--- src/rtl/regfile_pkg.sv ---
// Shared definitions for the register-file responder: FSM encoding,
// request direction codes and default geometry.
package regfile_pkg;

  typedef enum logic [1:0] {
    IDLE  = 2'd0,
    WRITE = 2'd1,
    RWAIT = 2'd2,
    RESP  = 2'd3
  } state_t;

  localparam logic RW_WRITE = 1'b1;
  localparam logic RW_READ  = 1'b0;

  localparam int DEF_DW = 4;
  localparam int DEF_AW = 2;

endpackage

--- src/rtl/regfile_array.sv ---
// Word storage plus per-word "written" flags; synchronous write and clear,
// combinational read.
module regfile_array
  import regfile_pkg::*;
#(
  parameter int DW = DEF_DW,
  parameter int AW = DEF_AW
) (
  input  logic          clk,
  input  logic          reset,
  input  logic          we,
  input  logic [AW-1:0] waddr,
  input  logic [DW-1:0] wdata,
  input  logic [AW-1:0] raddr,
  output logic [DW-1:0] rdata,
  output logic          rwritten
);

  localparam int DEPTH = 2 ** AW;

  logic [DW-1:0]    words [DEPTH];
  logic [DEPTH-1:0] written_bits;

  genvar gi;
  generate
    for (gi = 0; gi < DEPTH; gi++) begin : g_word
      logic [DW-1:0] word_reg;
      logic          written_reg;

      always_ff @(posedge clk) begin
        if (reset) begin
          word_reg    <= '0;
          written_reg <= 1'b0;
        end else if (we && (waddr == AW'(gi))) begin
          word_reg    <= wdata;
          written_reg <= 1'b1;
        end
      end

      assign words[gi]        = word_reg;
      assign written_bits[gi] = written_reg;
    end
  endgenerate

  assign rdata    = words[raddr];
  assign rwritten = written_bits[raddr];

endmodule

--- src/rtl/regfile_responder.sv ---
// Request/acknowledge front end for the register file: latches one request
// from IDLE, applies the read wait, and reports completion with ack/err.
module regfile_responder
  import regfile_pkg::*;
#(
  parameter int DW     = DEF_DW,
  parameter int AW     = DEF_AW,
  parameter int RD_LAT = 1,
  parameter int CW     = 8
) (
  input  logic          clk,
  input  logic          reset,
  input  logic          req,
  input  logic          rwb,
  input  logic [AW-1:0] address,
  input  logic [DW-1:0] dbus,
  output logic [DW-1:0] qout,
  output logic          ack,
  output logic          err,
  output logic          busy,
  output logic [CW-1:0] wr_count,
  output logic [CW-1:0] rd_count
);

  localparam logic [2:0] LAT = 3'(RD_LAT);

  state_t        state_reg, state_next;
  logic [AW-1:0] addr_reg;
  logic [DW-1:0] data_reg;
  logic [2:0]    wait_reg;
  logic [DW-1:0] qout_reg;
  logic          ack_reg;
  logic          err_reg;
  logic [CW-1:0] wr_count_reg;
  logic [CW-1:0] rd_count_reg;

  logic [DW-1:0] arr_rdata;
  logic          arr_written;
  logic          arr_we;

  assign arr_we = (state_reg == WRITE);

  regfile_array #(
    .DW(DW),
    .AW(AW)
  ) u_array (
    .clk     (clk),
    .reset   (reset),
    .we      (arr_we),
    .waddr   (addr_reg),
    .wdata   (data_reg),
    .raddr   (addr_reg),
    .rdata   (arr_rdata),
    .rwritten(arr_written)
  );

  always_comb begin
    state_next = state_reg;
    case (state_reg)
      IDLE:    if (req) state_next = (rwb == RW_WRITE) ? WRITE : RWAIT;
      WRITE:   state_next = IDLE;
      RWAIT:   if (wait_reg == 3'd0) state_next = RESP;
      RESP:    state_next = IDLE;
      default: state_next = IDLE;
    endcase
  end

  always_ff @(posedge clk) begin
    if (reset) begin
      state_reg    <= IDLE;
      addr_reg     <= '0;
      data_reg     <= '0;
      wait_reg     <= '0;
      qout_reg     <= '0;
      ack_reg      <= 1'b0;
      err_reg      <= 1'b0;
      wr_count_reg <= '0;
      rd_count_reg <= '0;
    end else begin
      state_reg <= state_next;
      // ack/err default low so they pulse only on the completion cycle
      ack_reg   <= 1'b0;
      err_reg   <= 1'b0;
      case (state_reg)
        IDLE: begin
          if (req) begin
            addr_reg <= address;
            wait_reg <= LAT;
            if (rwb == RW_WRITE) data_reg <= dbus;
          end
        end
        WRITE: begin
          ack_reg      <= 1'b1;
          wr_count_reg <= wr_count_reg + 1'b1;
        end
        RWAIT: begin
          if (wait_reg != 3'd0) wait_reg <= wait_reg - 3'd1;
        end
        RESP: begin
          qout_reg     <= arr_rdata;
          ack_reg      <= 1'b1;
          err_reg      <= ~arr_written;
          rd_count_reg <= rd_count_reg + 1'b1;
        end
        default: ;
      endcase
    end
  end

  assign qout     = qout_reg;
  assign ack      = ack_reg;
  assign err      = err_reg;
  assign busy     = (state_reg != IDLE);
  assign wr_count = wr_count_reg;
  assign rd_count = rd_count_reg;

endmodule

--- config.mk ---
export PLATFORM = sky130hd
export DESIGN_NAME = regfile_responder
export DESIGN_NICKNAME = d
export VERILOG_FILES = /design/src/rtl/regfile_pkg.sv /design/src/rtl/regfile_array.sv /design/src/rtl/regfile_responder.sv
export SDC_FILE = /design/constraint.sdc
export NUM_CORES = 1
export LEC_CHECK = 0
export ABC_AREA = 1
export BUFFER_PORTS_ARGS = -buffer_cell sky130_fd_sc_hd__buf_2
export CAP_MARGIN = 5
export CORE_UTILIZATION = 50
export DETAILED_ROUTE_END_ITERATION = 12
export MAX_ROUTING_LAYER = met4
export PLACE_DENSITY_LB_ADDON = 0.12
export SLEW_MARGIN = 40
export SYNTH_ARGS = -nofsm -noshare
export SYNTH_HDL_FRONTEND = slang
export SYNTH_HIERARCHICAL = 1
export SYNTH_SLANG_ARGS = --single-unit
export TNS_END_PERCENT = 30
--- constraint.sdc ---
create_clock -name clk -period 2.2 [get_ports clk]
set_clock_uncertainty 0.1 [all_clocks]
set_input_delay 0.33 -clock clk [delete_from_list [all_inputs] [get_ports clk]]
set_output_delay 0.33 -clock clk [all_outputs]
set_load 0.1 [all_outputs]
Yosys cells after proc, flatten, opt, wreduce, memory -nomap -nowiden
Cells that the tools add are included.
{"block": "totals", "mem_count": 0, "mem_bits_ro": 0, "latchBits": 0, "in_bits": 10, "reg_bits": 53, "output_inout_bits": 23, "mem_bits_rw": 0, "wordCells": 63}
{"block": "classes", "mux": 13, "eq_ne": 9, "n_mul": 0, "addsub": 3, "order_cmp": 2, "n_bitwise": 3, "shift": 0, "div": 0, "reduce_logical": 16}
{"cell": "$add 8x1->8 const B", "n": 2}
{"cell": "$bmux 4 s2", "n": 1}
{"cell": "$eq 2x2->1 const B", "n": 4}
{"cell": "$mux 4", "n": 2}
{"cell": "$mux 2", "n": 3}
{"cell": "$mux 3", "n": 2}
{"cell": "$ne 2x2->1 const B", "n": 3}
{"cell": "$pmux 2 s3", "n": 1}
{"cell": "$pmux 3 s2", "n": 1}
{"cell": "$reduce_and 3->1", "n": 2}
{"cell": "$eq 2x1->1 const B", "n": 2}
{"cell": "$logic_and 1x1->1", "n": 4}
{"cell": "$logic_not 2->1", "n": 2}
{"cell": "$reduce_and 2->1", "n": 2}
{"cell": "$reduce_bool 2->1", "n": 2}
{"cell": "$reduce_or 2->1", "n": 2}
{"cell": "$ge 3x3->1 const B", "n": 1}
{"cell": "$logic_not 3->1", "n": 1}
{"cell": "$lt 2x3->1 const B", "n": 1}
{"cell": "$not 2->3", "n": 1}
{"cell": "$reduce_bool 3->1", "n": 1}
{"cell": "$sub 3x1->3 const B", "n": 1}
{"cell": "$bmux 1 s2", "n": 1}
{"cell": "$mux 1", "n": 2}
{"cell": "$not 1->1", "n": 2}

Logic depth before layout (Yosys ltp)
Gate-level depths: netlist (run 1).
{"block": "logic_depth", "ltp_word": 4, "depth_mapped": 8, "mapped_depth_nobuf": 8}

Modules after synthesis
The synthesis (run 1) kept the hierarchy.
{"module": "regfile_responder", "area_each_um2": 1431.4, "seq_area_each_um2": 660.6, "n_inst": 1, "cells_each": 204}
{"module": "regfile_array", "area_each_um2": 964.7, "seq_area_each_um2": 400.4, "n_inst": 1, "cells_each": 145}

Worst setup path before layout (run 1)
Ideal clock, no wire load.
{"block": "synth_path", "path_type": "reg2reg", "start": "register wr_count_reg[0], in the netlist wr_count[0]", "end": "register wr_count_reg[6], in the netlist wr_count[6]", "setup_time_ns": 0.119, "n_path_buf": 0, "t_required_ns": 1.981, "synth_period_minus_slack_ns": 1.943, "stages_incl_launch_ff": 7, "slack_ns": 0.257, "t_arrival_ns": 1.724, "cell_sequence": "dfxtp_1 ha_1 nand2_1 nor2_1 nand3_1 nand2_1 nor2_1"}
{"block": "synth_between", "elab_chain_len": 1}
{"item": "start: declaration", "line": "regfile_responder.sv:34", "text": "logic [CW-1:0] wr_count_reg;"}
{"item": "start signal: assignment", "line": "regfile_responder.sv:94", "text": "wr_count_reg <= wr_count_reg + 1'b1;"}
{"item": "$add 8x1->8", "line": "regfile_responder.sv:94"}
No other way between the ends.
A chain may end at the register's enable or synchronous reset.

Worst setup path after layout (run 1)
{"block": "layout_path", "start": "register state_reg[0]", "end": "output port busy"}
{"block": "layout_between", "elab_chain_len": 1}
{"item": "start: declaration", "line": "regfile_responder.sv:27", "text": "state_t state_reg, state_next;"}
{"item": "start signal: assignment", "line": "regfile_responder.sv:80", "text": "state_reg <= state_next;"}
{"item": "$reduce_bool 2->1", "line": "regfile_responder.sv:113", "text": "assign busy = (state_reg != IDLE);"}
{"item": "end: declaration", "line": "regfile_responder.sv:20", "text": "output logic busy,"}
No other way between the ends.

==> results.yml, run 1 <==
run_status:
  status: "finished with violations"
  failed_checks: "DRC"
critical_path:
  path_class: "flip-flop to primary output"
  r2r_start: "state_reg[0]$_SDFFE_PP0P_"
  crit_chain: "nor2_2 > inv_1 > buf_2"
  crit_buf_inv: 2
  crit_required_ns: 1.77
  path_max_fanout: 7
  slowest_stage: "dfxtp_1"
  max_stage_delay_ns: 0.49
  critPathArrivalTime_ns: 1.38
  endpoint_kind: "primary output"
  start_kind: "flip-flop"
  crit_family: "buffers and inverters"
  cp-startpoint: "state_reg[0]$_SDFFE_PP0P_"
yosys:
  synth-simple-area-share: 0.326
  synth_top_family_by_area: "simple AND/OR/NAND/NOR gates"
  synth.area.top_cells: "dfxtp_1 44%, nand2_1 12%, nor2_1 12%"
  ys_top_cells_by_count: "76 x nand2_1, 76 x nor2_1, 53 x dfxtp_1"
  synth_area_um2: 2400
  synth_top_area_share: 0.443
  synth_area_per_cell_um2: 6.87
  synth_compound_gate_area_share: 0.109
  synth_fp_nets: 363
  synth_flop_cell: "dfxtp_1"
  ys_seq_area_frac: 0.443
  yosys_warnings: 6
  syn_inst: 349
  synth_seq_cells: 53
  synthXorXnorAreaFrac: 0.00366
  synthAdderAreaFrac: 0.0209
  async_flop_share: 0
  muxShareOfSynthArea: 0
  yosysUniqueCellTypes: 26
  synth_edf_count: 0
  synth_area_leader_cell: "dfxtp_1"
floorplanning:
  die_x_um: 71.2
  std_cell_rows: 24
  num_io_pins: 33
  start_util: 0.536
  die_y_um: 71.2
  die_area_um2: 5070
  core_um2: 4470
sta:
  rsz0062_at_grt: "false"
  max_freq_ghz: 0.551
  setup_viol_count_final: 0
  final.setup.tns_ns: 0
  relSlewSlack: 0.576
  worst_pin_slew_ns: 0.636
  worst_slack_ns: 0.386
  drv_slew: 0
  post-route-min-period_ns: 1.81
  fin_crit_sh: 0.825
  final_hold_viol_count: 0
  whs_ns: 0.175
job:
  cap_violations: 0
route:
  drc: 3
  ant_nets: 0
  vias_per_cell: 5.01
  drtIter0Drc: 96
  num_vias: 2169
  wirelength_mm: 4.99
  drt-pass1-iter-count: 8
  wire_per_inst_um: 11.5
global_routing:
  grtUsageTotal: 0.217
  grt_pass1_vias: 1949
  grt_pass1_wl_mm: 8.47
  grt_overflow: 0
  grt_max_degree: 26
  antenna_found_initial: 0
place:
  place_ws_ns: 0.481
  io_buffers: 32
  post_dp_cell_area_um2: 2590
  placedCellCount: 426
  dpl.hpwl_mm: 3.56
  gp_congestion: 0.802
finish:
  syn_to_final_growth_pct: 11.5
  design_area_um2: 2670
  drive_gt1_frac: 0.129
  largest_reg_flops: 16
  layout.cells.non_filler: 433
  fin_nets: 395
  diodes: 0
cts:
  cts_resized: 0
  cts-root-buf: "clkbuf_8"
  cts_tree: "done"
  cts.sinks: 53
  clk_latency_ns: 0.30
  cts_setup_buffers: 0
  clockBufferDepth: 2
  cts.clk_slew.worst_paths_ns: 0.08
  cts.hold.buffers_added: 0
  h-tree-depth: 2
  numCtsBuffers: 5
power:
  p_leak_nw: 1.31
  peakVddDrop_v: 0.000412
  powerDensity_nw_per_um2: 700
min_path:
  hold_path_startpoint: "dbus[1]"
  hold_path.class: "input pin to flip-flop"
## cells by family (layout without fill, tap and decap cells)
group / Yosys count / after routing
AOI/OAI and AO/OA: 46 / 46
xor gates and xnor gates: 1 / 1
adders and majority gates: 4 / 4
buffers and inverters: 58 / 90
DFF: 53 / 53
and+or+nand+nor: 187 / 187
## area by class of cell
| cell class | count | area, um2 |
|---|---|---|
| clock buffer | 7 | 86.3 |
| fill | 443 | 1800 |
| inverter | 49 | 184 |
| multi-input combinational | 238 | 1100 |
| sequential | 53 | 1060 |
| tap | 52 | 65.1 |
| timing repair buffer | 34 | 175 |
## through the flow
stage                     utilization  total power, mW
after floorplan                     -             1.29
after global placement          0.578             1.34
after detailed placement        0.578             1.35
after CTS                       0.597             1.88
after global routing            0.597             1.96
final                           0.597             1.87
## layout by cell type (no fill, tap or decap), drive strengths merged
cell	n
a211oi	1
a21oi	18
buf	34
clkbuf	7
dfxtp	53
ha	4
inv	49
nand2	77
nand3	21
nand4	1
nor2	80
nor3	7
o211ai	10
o21a	1
o21ai	16
or2	1
xor2	1
## routing by layer
| metal | track usage | vias to the layer above | routed length, um |
|---|---|---|---|
| li1 | - | 1155 | - |
| met1 | 0.247 | 985 | 2410 |
| met4 | 0.0689 | 0 | 44 |
| met5 | - | - | 0 |
| met2 | 0.382 | 23 | 2410 |
| met3 | 0.0450 | 6 | 122 |
## path summary, 6_finish.rpt
check                                                    end  slack [ns]  cells past startpoint
setup / recovery                                        busy        0.39                      3
hold / removal                      data_reg[1]$_SDFFE_PP0P_        0.18                      3
setup reg to reg  u_array/g_word[2].word_reg[1]$_SDFFE_PP0P_        0.45                      6
hold reg to reg   u_array/g_word[1].written_reg$_SDFFE_PP0P_        0.36                      2
## power breakdown
group	internal, mW	switching [mW]	leakage [nW]
clock	0.250	0.292	0.0443
sequential	0.996	0.0387	0.430
combinational	0.0778	0.216	0.833
## tightest hold or removal path, stage by stage
cell,delay (ns)
buf_2,0.07
nor3_1,0.05
nor2_1,0.09
Note: power is estimated with default switching activity, not from simulation.
==> run 2, diff against run 1 <==
--- a/config.mk
+++ b/config.mk
@@ -5,7 +5,7 @@
 export SDC_FILE = /design/constraint.sdc
 export NUM_CORES = 1
 export LEC_CHECK = 0
-export ABC_AREA = 1
+export ABC_AREA = 0
 export BUFFER_PORTS_ARGS = -buffer_cell sky130_fd_sc_hd__buf_2
 export CAP_MARGIN = 5
 export CORE_UTILIZATION = 50
==> constraint.sdc (replaced) <==
create_clock -name clk -period 1.69 [get_ports clk]
set_clock_uncertainty 0.1 [all_clocks]
set_input_delay 0.2535 -clock clk [delete_from_list [all_inputs] [get_ports clk]]
set_output_delay 0.2535 -clock clk [all_outputs]
set_load 0.1 [all_outputs]
==> results.yml, run 2 <==
yosys:
  ys_top_cells_by_count: "53 x dfxtp_1, 23 x mux2i_1, 21 x a21oi_1, 21 x nand2b_1, 14 x nand2_1"
  synth_fp_nets: 245
  synth_edf_count: 0
  synth_compound_gate_area_share: 0.0927
  synthXorXnorAreaFrac: 0.0152
  ys_seq_area_frac: 0.460
  synth_seq_cells: 53
  yosys_warnings: 6
  synth_area_um2: 2310
  synth_area_per_cell_um2: 9.99
  synth_flop_cell: "dfxtp_1"
  synth_most_common_cell: "dfxtp_1"
  async_flop_share: 0
  synth-simple-area-share: 0.222
  synth_area_leader_cell: "dfxtp_1"
  synth.area.top_cells: "dfxtp_1 46%, mux2i_1 10%, nand2b_1 5.7%"
  yosysUniqueCellTypes: 37
  muxShareOfSynthArea: 0.149
  synth_top_family_by_area: "simple AND/OR/NAND/NOR gates"
  synth_top_area_share: 0.460
  syn_inst: 231
  synthAdderAreaFrac: 0.0217
critical_path:
  path_class: "flip-flop to flip-flop"
  path_max_fanout: 8
  cp-startpoint: "state_reg[0]$_SDFFE_PP0P_"
  endpoint_kind: "flip-flop"
  crit_family: "simple AND/OR/NAND/NOR gates"
  critPathArrivalTime_ns: 1.72
  crit_required_ns: 1.84
  crit_chain: "buf_4 > nand3_2 > or4_1 > a21oi_1"
  max_stage_delay_ns: 0.53
  crit_buf_inv: 1
  r2r_start: "state_reg[0]$_SDFFE_PP0P_"
  slowest_stage: "or4_1"
  start_kind: "flip-flop"
route:
  wirelength_mm: 4.20
  wire_per_inst_um: 13.0
  drt-pass1-iter-count: 4
  drc: 0
  ant_nets: 0
  vias_per_cell: 5.29
  drtIter0Drc: 68
  num_vias: 1704
finish:
  fin_util: 0.612
  layout.cells.non_filler: 322
  syn_to_final_growth_pct: 16.2
  design_area_um2: 2680
  diodes: 0
  layout_common_cells: "39 x dfxtp_1, 31 x buf_2, 23 x mux2i_1, 21 x a21oi_1, 21 x nand2b_1"
  drive_gt1_frac: 0.311
  layout.cells.most_common: "dfxtp_1"
  largest_reg_flops: 16
  fin_nets: 283
sta:
  drv_slew: 0
  final.setup.tns_ns: 0
  relSlewSlack: 0.663
  fin_crit_sh: 0.930
  worst_slack_ns: 0.118
  final_hold_viol_count: 0
  rsz0062_at_grt: "false"
  post-route-min-period_ns: 1.57
  setup_viol_count_final: 0
  whs_ns: 0.0798
  max_freq_ghz: 0.636
  worst_pin_slew_ns: 0.504
cts:
  cts_setup_buffers: 0
  cts_resized: 0
  h-tree-depth: 2
  cts_tree: "done"
  clk_latency_ns: 0.31
  cts.hold.buffers_added: 0
  cts.sinks: 53
  numCtsBuffers: 5
  clockBufferDepth: 2
  cts-root-buf: "clkbuf_8"
  cts.clk_slew.worst_paths_ns: 0.10
power:
  total_power_mw: 2.25
  powerDensity_nw_per_um2: 841
  peakVddDrop_v: 0.000588
  p_leak_nw: 1.11
floorplanning:
  die_area_um2: 4890
  die_x_um: 69.9
  core_um2: 4380
  die_y_um: 69.9
  std_cell_rows: 24
  num_io_pins: 33
  start_util: 0.526
global_routing:
  grt_overflow: 0
  antenna_found_initial: 0
  grt_pass1_vias: 1589
  grt_max_degree: 26
  grt_pass1_wl_mm: 7.18
  grtUsageTotal: 0.191
run_status:
  status: "finished, final reports clean"
place:
  dpl.hpwl_mm: 3.04
  place_ws_ns: 0.128
  placedCellCount: 314
  post_dp_cell_area_um2: 2590
  io_buffers: 32
  gp_congestion: 0.870
job:
  cap_violations: 0
min_path:
  hold_path_startpoint: "dbus[0]"
  hold_path.class: "input pin to flip-flop"
[run 2: layout make-up]
class | count | area [um2]
clock buffer | 5 | 68.8
clock inverter | 3 | 17.5
fill | 384 | 1700
inverter | 11 | 41.3
multi-input combinational | 156 | 1150
sequential | 53 | 1080
tap | 52 | 65.1
timing repair buffer | 42 | 250
[run 2: path summary, 6_finish.rpt]
kind	endpoint	slack, ns	depth (start not counted)
setup / recovery	rd_count[7]$_SDFFE_PP0N_	0.12	4
hold / removal	data_reg[0]$_SDFFE_PP0P_	0.08	3
setup reg to reg	rd_count[7]$_SDFFE_PP0N_	0.12	4
hold reg to reg	u_array/g_word[3].written_reg$_SDFFE_PP0P_	0.36	2
[run 2: cell families (layout without fill, tap and decap cells)]
logic type / after synthesis / count (layout)
xor gates and xnor gates: 4 / 4
muxes: 28 / 28
buffers and inverters: 22 / 61
DFF: 53 / 53
and+or+nand+nor: 83 / 83
AOI/OAI and AO/OA: 37 / 37
adders and majority gates: 4 / 4
[run 2: routing by layer]
metal / share of wire / routed length [um] / vias up / GRT usage
li1: - / - / 883 / -
met1: 0.49 / 2060 / 782 / 0.236
met2: 0.46 / 1920 / 32 / 0.304
met3: 0.036 / 153 / 7 / 0.0418
met4: 0.017 / 70 / 0 / 0.0800
met5: 0 / 0 / - / -
[run 2: worst reg2reg max path, delay by kind of cell (launching register included)]
kind | cells | cell delay (ns)
compound gates | 1 | 0.16
buf+inv | 1 | 0.17
flops | 1 | 0.43
simple gates | 2 | 0.66
[run 2: power by group]
| group | total [mW] | leakage [nW] | switching [mW] | internal, mW |
|---|---|---|---|---|
| logic | 0.255 | 0.628 | 0.148 | 0.107 |
| clock network | 0.699 | 0.0439 | 0.413 | 0.287 |
| registers | 1.30 | 0.436 | 0.0296 | 1.27 |
| total | 2.25 | 1.11 | 0.591 | 1.66 |
==> run 3, diff against run 2 <==
--- a/config.mk
+++ b/config.mk
@@ -6,10 +6,10 @@
 export NUM_CORES = 1
 export LEC_CHECK = 0
 export ABC_AREA = 0
-export BUFFER_PORTS_ARGS = -buffer_cell sky130_fd_sc_hd__buf_2
 export CAP_MARGIN = 5
 export CORE_UTILIZATION = 50
 export DETAILED_ROUTE_END_ITERATION = 12
+export DONT_BUFFER_PORTS = 1
 export MAX_ROUTING_LAYER = met4
 export PLACE_DENSITY_LB_ADDON = 0.12
 export SLEW_MARGIN = 40
==> results.yml, run 3 (synthesized netlist as in run 2, its figures left out) <==
floorplanning:
  num_io_pins: 33
  start_util: 0.526
  std_cell_rows: 24
  die_area_um2: 4890
  die_x_um: 69.9
  core_um2: 4380
  die_y_um: 69.9
power:
  p_leak_nw: 1.08
  combPwrFrac: 0.110
  power.share.clock: 0.315
  p_sw_mw: 0.557
  powerDensity_nw_per_um2: 830
  seq_power_share: 0.574
  peakVddDrop_v: 0.000524
  intPower_mw: 1.71
  sw_frac_of_total: 0.245
sta:
  max_freq_ghz: 0.628
  setup_viol_count_final: 0
  relSlewSlack: 0.677
  fin_crit_sh: 0.943
  final_hold_viol_count: 0
  rsz0062_at_grt: "false"
  worst_slack_ns: 0.0966
  drv_slew: 0
  worst_pin_slew_ns: 0.484
  post-route-min-period_ns: 1.59
finish:
  drive_gt1_frac: 0.274
  largest_reg_flops: 16
  fill_cells: 373
  layout.cells.most_common: "dfxtp_1"
  fin_nets: 276
  diodes: 0
  fin_util: 0.624
  multi_input_area_um2: 1150
  syn_to_final_growth_pct: 18.7
  regArea_um2: 1090
  layout_common_cells: "37 x dfxtp_1, 28 x buf_4, 23 x mux2i_1, 21 x a21oi_1, 21 x nand2b_1"
critical_path:
  path_class: "flip-flop to flip-flop"
  cp_common_cell: "buf_4"
  endpoint_kind: "flip-flop"
  crit_required_ns: 1.80
  crit_chain: "buf_4 > nand2b_1 > buf_4 > or3_1 > a21oi_1"
  path_max_fanout: 9
  start_kind: "flip-flop"
  max_stage_delay_ns: 0.38
  critPathArrivalTime_ns: 1.71
  slowest_stage: "dfxtp_2"
route:
  num_vias: 1733
  drt-pass1-iter-count: 4
  wire_per_inst_um: 14.8
  vias_per_cell: 5.50
  wirelength_mm: 4.67
  drc: 0
  drtIter0Drc: 85
  ant_nets: 0
place:
  io_buffers: 0
  place_ws_ns: 0.107
  gp_congestion: 0.746
  dpl.hpwl_mm: 3.20
run_status:
  status: "finished, final reports clean"
min_path:
  hold_path.class: "input pin to flip-flop"
global_routing:
  grt_max_degree: 36
  grt_overflow: 0
  grtUsageTotal: 0.215
  grt_pass1_wl_mm: 8.06
  grt_pass1_vias: 1763
  antenna_found_initial: 0
job:
  cap_violations: 0
cts:
  clockBufferDepth: 2
  cts-root-buf: "clkbuf_8"
  numCtsBuffers: 5
  h-tree-depth: 2
  clk_latency_ns: 0.30
  cts.sinks: 53
  cts.clk_slew.worst_paths_ns: 0.09
  cts_tree: "done"
==> run 3: cell types whose count changed in the layout (fill, tap and decap cells not counted), sizes merged <==
cell / delta
clkinv: -2
clkinvlp: -1
buf: -12
dlygate4sd3: +5
clkbuf: +3
==> run 3: layout make-up <==
type / instances / area share
inverters: 11 / 0.0151
flip-flops and latches: 53 / 0.397
well taps: 52 / 0.0238
multi-input cells: 156 / 0.422
repair buffers: 35 / 0.110
clock buffers: 8 / 0.0329
==> run 3: metal layers <==
metal | GRT usage | wire length (um) | vias to the layer above
met1 | 0.249 | 2000 | 829
met4 | 0.0556 | 43 | 0
met2 | 0.369 | 2430 | 33
li1 | - | - | 865
met3 | 0.0563 | 200 | 6
met5 | - | 0 | -
==> run 3: worst max-delay path: cells and delay by family, from the launching register on <==
family | cells | cell delay (ns)
AOI/OAI and AO/OA | 1 | 0.19
DFF | 1 | 0.38
and+or+nand+nor | 2 | 0.51
buffers and inverters | 2 | 0.33
==> run 3: through the flow <==
| stage | cell area (um2) | TNS, ns | hold WS [ns] | instances | total power [mW] |
|---|---|---|---|---|---|
| 5_1_grt | 2740 | 0 | 0.0145 | 315 | 2.38 |
| 6_report | 2740 | 0 | 0.0127 | 315 | 2.27 |
| 2_1_floorplan | 2330 | -0.213 | 0.301 | 231 | 1.51 |
| 4_1_cts | 2730 | 0 | 0.000414 | 314 | 2.30 |
| 3_5_place_dp | 2570 | 0 | 0.224 | 301 | 1.56 |
| 3_3_place_gp | 2570 | 0 | 0.222 | 301 | 1.55 |
==> run 3: final timing paths <==
path	start	to	slack, ns	cells after the start
max	state_reg[0]$_SDFFE_PP0P_	wait_reg[1]$_SDFFE_PP0P_	0.1	5
min	dbus[0]	data_reg[0]$_SDFFE_PP0P_	0.01	2
min reg2reg	u_array/g_word[1].written_reg$_SDFFE_PP0P_	u_array/g_word[1].written_reg$_SDFFE_PP0P_	0.35	2
max reg2reg	state_reg[0]$_SDFFE_PP0P_	wait_reg[1]$_SDFFE_PP0P_	0.1	5
==> run 3: power groups by stage <==
| stage | sequential (mW) | combinational (mW) | clock [mW] |
|---|---|---|---|
| finish | 1.30 | 0.251 | 0.716 |
| global route | 1.31 | 0.269 | 0.802 |
| CTS | 1.30 | 0.248 | 0.746 |
| detailed placement | 1.33 | 0.222 | 0 |
| global placement | 1.33 | 0.215 | 0 |
| floorplan | 1.36 | 0.158 | 0 |
==> run 3: timing repair <==
item | CTS | global route
endpoints found under the setup margin | 0 | 4
hold buffers | 5 | 1
endpoints found under the hold margin | 35 | 1
buffers inserted | 0 | 0
gates resized for setup | 0 | 2
